[src/rtl/matrix_io_pkg.sv]
// Shared types and sizes for the matrix I/O sequencer.
package matrix_io_pkg;

  localparam int unsigned BYTES_PER_MATRIX = 8;
  localparam int unsigned MATRIX_BITS      = 64;

  typedef enum logic [1:0] {
    StLoadA,
    StLoadB,
    StWait,
    StDrain
  } seq_state_t;

endpackage

[src/rtl/matrix_byte_packer.sv]
// Eight-byte MSB-first shift register with load enable and a 3-bit byte count.
module matrix_byte_packer
  import matrix_io_pkg::*;
(
  input  logic                   clk,
  input  logic                   rst,
  input  logic                   load_en,
  input  logic [7:0]             byte_in,
  output logic [MATRIX_BITS-1:0] word,
  output logic [2:0]             count
);

  // Count wraps 7->0 on the eighth byte, which is exactly the phase boundary.
  always_ff @(posedge clk or posedge rst) begin
    if (rst) begin
      word  <= '0;
      count <= '0;
    end else if (load_en) begin
      word  <= {word[MATRIX_BITS-9:0], byte_in};
      count <= count + 3'd1;
    end
  end

endmodule

[src/rtl/matrix_io_sequencer.sv]
// Streams two 8-byte operands into a multiply unit, waits a fixed latency for
// the result, then streams the 8 result bytes back out.
module matrix_io_sequencer
  import matrix_io_pkg::*;
#(
  parameter int unsigned CAPTURE_DELAY = 3
) (
  input  logic                   clk,
  input  logic                   rst,
  input  logic [7:0]             in_data,
  input  logic                   in_valid,
  output logic                   in_ready,
  output logic [MATRIX_BITS-1:0] matrix_a,
  output logic [MATRIX_BITS-1:0] matrix_b,
  output logic                   mat_start,
  input  logic [MATRIX_BITS-1:0] mmu_result,
  output logic [7:0]             out_data,
  output logic                   out_valid,
  input  logic                   out_ready,
  output logic                   busy,
  output logic                   frame_done
);

  seq_state_t state_q, state_d;

  logic                   a_load, b_load, a_last, b_last;
  logic [MATRIX_BITS-1:0] a_word, b_word;
  logic [2:0]             a_count, b_count;
  logic [3:0]             wait_count_q;
  logic [2:0]             out_count_q;
  logic [MATRIX_BITS-1:0] out_sr_q;
  logic                   capture, out_xfer;

  assign in_ready   = (state_q == StLoadA) || (state_q == StLoadB);
  assign a_load     = in_valid && (state_q == StLoadA);
  assign b_load     = in_valid && (state_q == StLoadB);
  assign a_last     = a_load && (a_count == 3'd7);
  assign b_last     = b_load && (b_count == 3'd7);
  assign capture    = (state_q == StWait) && (wait_count_q == 4'(CAPTURE_DELAY - 1));
  assign out_valid  = (state_q == StDrain);
  assign out_xfer   = out_valid && out_ready;
  assign out_data   = out_sr_q[MATRIX_BITS-1 -: 8];
  assign frame_done = out_xfer && (out_count_q == 3'd7);
  assign busy       = !((state_q == StLoadA) && (a_count == 3'd0));

  matrix_byte_packer u_pack_a (
    .clk     (clk),
    .rst     (rst),
    .load_en (a_load),
    .byte_in (in_data),
    .word    (a_word),
    .count   (a_count)
  );

  matrix_byte_packer u_pack_b (
    .clk     (clk),
    .rst     (rst),
    .load_en (b_load),
    .byte_in (in_data),
    .word    (b_word),
    .count   (b_count)
  );

  always_comb begin
    state_d = state_q;
    unique case (state_q)
      StLoadA: if (a_last)     state_d = StLoadB;
      StLoadB: if (b_last)     state_d = StWait;
      StWait:  if (capture)    state_d = StDrain;
      StDrain: if (frame_done) state_d = StLoadA;
      default:                 state_d = StLoadA;
    endcase
  end

  always_ff @(posedge clk or posedge rst) begin
    if (rst) begin
      state_q      <= StLoadA;
      matrix_a     <= '0;
      matrix_b     <= '0;
      mat_start    <= 1'b0;
      wait_count_q <= '0;
      out_sr_q     <= '0;
      out_count_q  <= '0;
    end else begin
      state_q   <= state_d;
      mat_start <= b_last;
      // B's last byte is still on in_data, so splice it in rather than wait a cycle.
      if (b_last) begin
        matrix_a <= a_word;
        matrix_b <= {b_word[MATRIX_BITS-9:0], in_data};
      end
      if (state_q != StWait) begin
        wait_count_q <= '0;
      end else if (!capture) begin
        wait_count_q <= wait_count_q + 4'd1;
      end
      if (capture) begin
        out_sr_q <= mmu_result;
      end else if (out_xfer) begin
        out_sr_q <= {out_sr_q[MATRIX_BITS-9:0], 8'h00};
      end
      if (out_xfer) begin
        out_count_q <= out_count_q + 3'd1;
      end
    end
  end

endmodule

[config.mk]
export PLATFORM = sky130hd
export DESIGN_NAME = matrix_io_sequencer
export DESIGN_NICKNAME = d
export VERILOG_FILES = /design/src/rtl/matrix_io_pkg.sv /design/src/rtl/matrix_byte_packer.sv /design/src/rtl/matrix_io_sequencer.sv
export SDC_FILE = /design/constraint.sdc
export NUM_CORES = 1
export LEC_CHECK = 0
export ABC_AREA = 1
export BUFFER_PORTS_ARGS = -buffer_cell sky130_fd_sc_hd__buf_2
export CORE_ASPECT_RATIO = 1.2
export CORE_UTILIZATION = 50
export DETAILED_ROUTE_END_ITERATION = 7
export HOLD_SLACK_MARGIN = 0.05
export PLACE_DENSITY = 0.72
export SYNTH_ARGS = -nofsm -noshare
export SYNTH_HDL_FRONTEND = slang
export SYNTH_SLANG_ARGS = --single-unit
[constraint.sdc]
create_clock -name clk -period 10.3 [get_ports clk]
set_input_delay 1.545 -clock clk [delete_from_list [all_inputs] [get_ports clk]]
set_output_delay 1.545 -clock clk [all_outputs]
set_load 0.02 [all_outputs]
==> summary.md <==
| Metric | Value |
|---|---|
| Post-synth top area share | 0.640 |
| Post-synthesis mux area share | 0.00702 |
| Most area-consuming cells after synthesis | dfrtp_1 (64%), nand2_1 (13%), o21ai_0 (8.4%) |
| Post-Syn Nets | 1445 |
| Post-route cell area | between 0.015 and 0.02 sq mm |
| M3 GR Usage | 0.0360 |
| Top Usage Layer GRT | met2 |
| Total Die Area | 0.0263 sq mm |
| Residual DRC | 0 |
| Number of distinct library cells after synthesis | 26 |
| Worst-margin pin slew | 1.12 ns |
| Final-report hold violation count | 0 |
| Synth area leader | dfrtp_1 |
| Htree depth | 1 |
| Detail Placement HPWL | 17200 um |
| Status | finished clean |
| Grt met1 use | 0.287 |
| Max Transition Viols Final | 0 |
| DR vias | 9359 |
| DR iter-0 viols | 558 |
| Ratio of cells with drive above 1 in the final layout | 0.189 |
| Clock sink count | 328 |
| Cells after synthesis | between 1000 and 1500 |
| Routed WL | approximately 27000 um |
| Setup Buffers After CTS | 0 |
| Post-Syn Area | 0.0128 sq mm |
| Power per cell area | 285 mW/mm^2 |
| Total global-route track usage | 0.211 |
| Register-to-register setup slack | 7.14 ns |
| Cell Area, Placed | approximately 0.014 sq mm |
| Root Buffer | clkbuf_16 |
| Nets | 1617 |
| Clock Tree Buf Depth | 3 |
| Die Width | 148 um |
| Ys Warns | 0 |
| Critical Path AT | 2.04 ns |
| CTS tree | built |
| Hold Path Class | flip-flop to flip-flop |
| Initial core utilization | 0.513 |
| Met2 Use GR | 0.346 |
| Seq/Total Area, Yosys | 0.640 |
| EDFF count, synth | 0 |
| Slew headroom | 0.256 |
| CP required | 8.76 ns |
| Clk_lat worst skew | 0.55 ns |
| RSZ-0062 raised after global routing | no |
| Peak VDD IR | 0.168 mV |
| Cts hold-fix bufs | 0 |
| Xor/xnor share of the synthesized area | 0.00341 |
| Clock Skews | ~0.016 ns |
| Critical-path maximum fanout | 3 |
| IO Count | 217 |
| Worst Setup End Kind | primary output |
| Per-cell routed wire length | 14.4 um |
| Leak pwr | 0.00785 uW |
| Num CTS Buffers | 31 |
| CP Launch Type | primary input |
| GPL Wtd Cong | 0.803 |
| Hold WS | 0.466 ns |
| Fmax | 0.279 GHz |
| CTS resizes | 0 |
| Initial antenna violation count | 0 |
| Number of global-route vias before repair | 9199 |
| Fin crit period | 3.58 ns |
| Final setup viols | 0 |
| FF+latch count, synth | 328 |
| Synth Area in Adders | 0.0137 |
| Synth Area in Compound Gates | 0.108 |
| Combinational family with the most area after synthesis | simple AND/OR/NAND/NOR gates |
| DR pass1 iterations | 5 |
| Vias per inst | roughly 5 |
| CP Class | primary input to primary output |
| Simple-gate share of the synthesized area | 0.163 |
| First-pass GRT wire length | 44900 um |
| Antenna viol nets, final | 0 |
| Max Cap Viol | 0 |
| Largest net degree at the start of global routing | 191 |
| Fin crit share | 0.348 |
| Ys flop type | dfrtp_1 |
| Most common cell after layout, fill and taps aside | nand2_1 |
| Core ar. | 0.0250 sq mm |
| Chip height | 177 um |
| Layout overhead on the synthesized area | 17.2% |
| Row count | 63 |
| Port Buf Inserts | 216 |
| GRT overflow | 0 |
| Syn avg cell area | about 9.5 sq um |
| Commonest non-fill, non-tap cells in the layout | nand2_1 (443), dfrtp_1 (328), buf_2 (216) |
| Post-route setup TNS | 0 ns |
| Clk slew on worst S/H paths | 0.06 ns |
| Async S/R FF share, synth | 1.00 |
-- kinds of logic after synthesis --
| family | count (synthesis) |
|---|---|
| xor gates and xnor gates | 5 |
| buffers and inverters | 200 |
| adders and majority gates | 14 |
| and+or+nand+nor | 535 |
| DFF | 328 |
| muxes | 8 |
| AOI/OAI and AO/OA | 265 |
-- worst max-delay path, cell delays in order --
cell and delay (ns):
buf_2 0.12, nand3_1 0.11, inv_1 0.10, buf_2 0.16
-- layer usage --
layer	up-vias	part of all wire
li1	4632	-
met2	218	0.48
met1	4460	0.45
met5	-	0
met3	49	0.050
met4	0	0.025
-- area by class of cell --
type / instances / area (sq um)
diodes: 1 / 2.50
clock buffers: 40 / 870
clock inverters: 15 / 168
fillers: 2140 / 9950
inverters: 116 / 439
multi-input cells: 827 / 3800
flip-flops and latches: 328 / 8210
well taps: 325 / 407
repair buffers: 223 / 1150
-- Yosys cell counts (3+ instances only) --
library cell	number
nand3_1	34
xnor2_1	3
mux2_2	8
inv_1	114
buf_4	11
o21ai_1	4
clkbuf_1	34
o21ai_0	214
a31oi_1	40
a21oi_1	4
nor2_1	47
nand2_1	444
ha_1	14
buf_2	39
dfrtp_1	328
-- through the flow --
| stage | util | power, uW | setup WS [ns] | std cells |
|---|---|---|---|---|
| detailed placement | 0.560 | 3160 | 6.25 | 1819 |
| floorplan | - | 2800 | 4.38 | 1355 |
| global route | 0.602 | 4580 | 6.53 | 1874 |
| CTS | 0.602 | 4330 | 6.73 | 1874 |
| finish | 0.602 | 4280 | 6.72 | 1875 |
| global placement | 0.560 | 3110 | 6.37 | 1819 |
-- power by group --
part	internal [uW]	total (uW)	switching [uW]
Clock	670	1150	477
Combinational	396	1140	744
Sequential	1740	2000	256
-- path summary, 6_finish.rpt --
kind	depth (start not counted)	from	endpoint
max in group asynchronous	4	rst	u_pack_b.word[11]
setup / recovery	4	out_ready	frame_done
min in group asynchronous	3	rst	matrix_a[57]
hold / removal	2	u_pack_a.word[57]	matrix_a[57]
hold reg to reg	2	u_pack_a.word[57]	matrix_a[57]
setup reg to reg	7	state_q[1]	matrix_a[17]
-- registers in the layout, summed over array words and instances (netlist names) --
register / flops
matrix_a: 64
matrix_b: 64
out_sr_q: 64
u_pack_a.word: 64
u_pack_b.word: 56
wait_count_q: 4
out_count_q: 3
u_pack_a.count: 3
u_pack_b.count: 3
state_q: 2
mat_start: 1
Note: power is estimated with default switching activity, not from simulation.
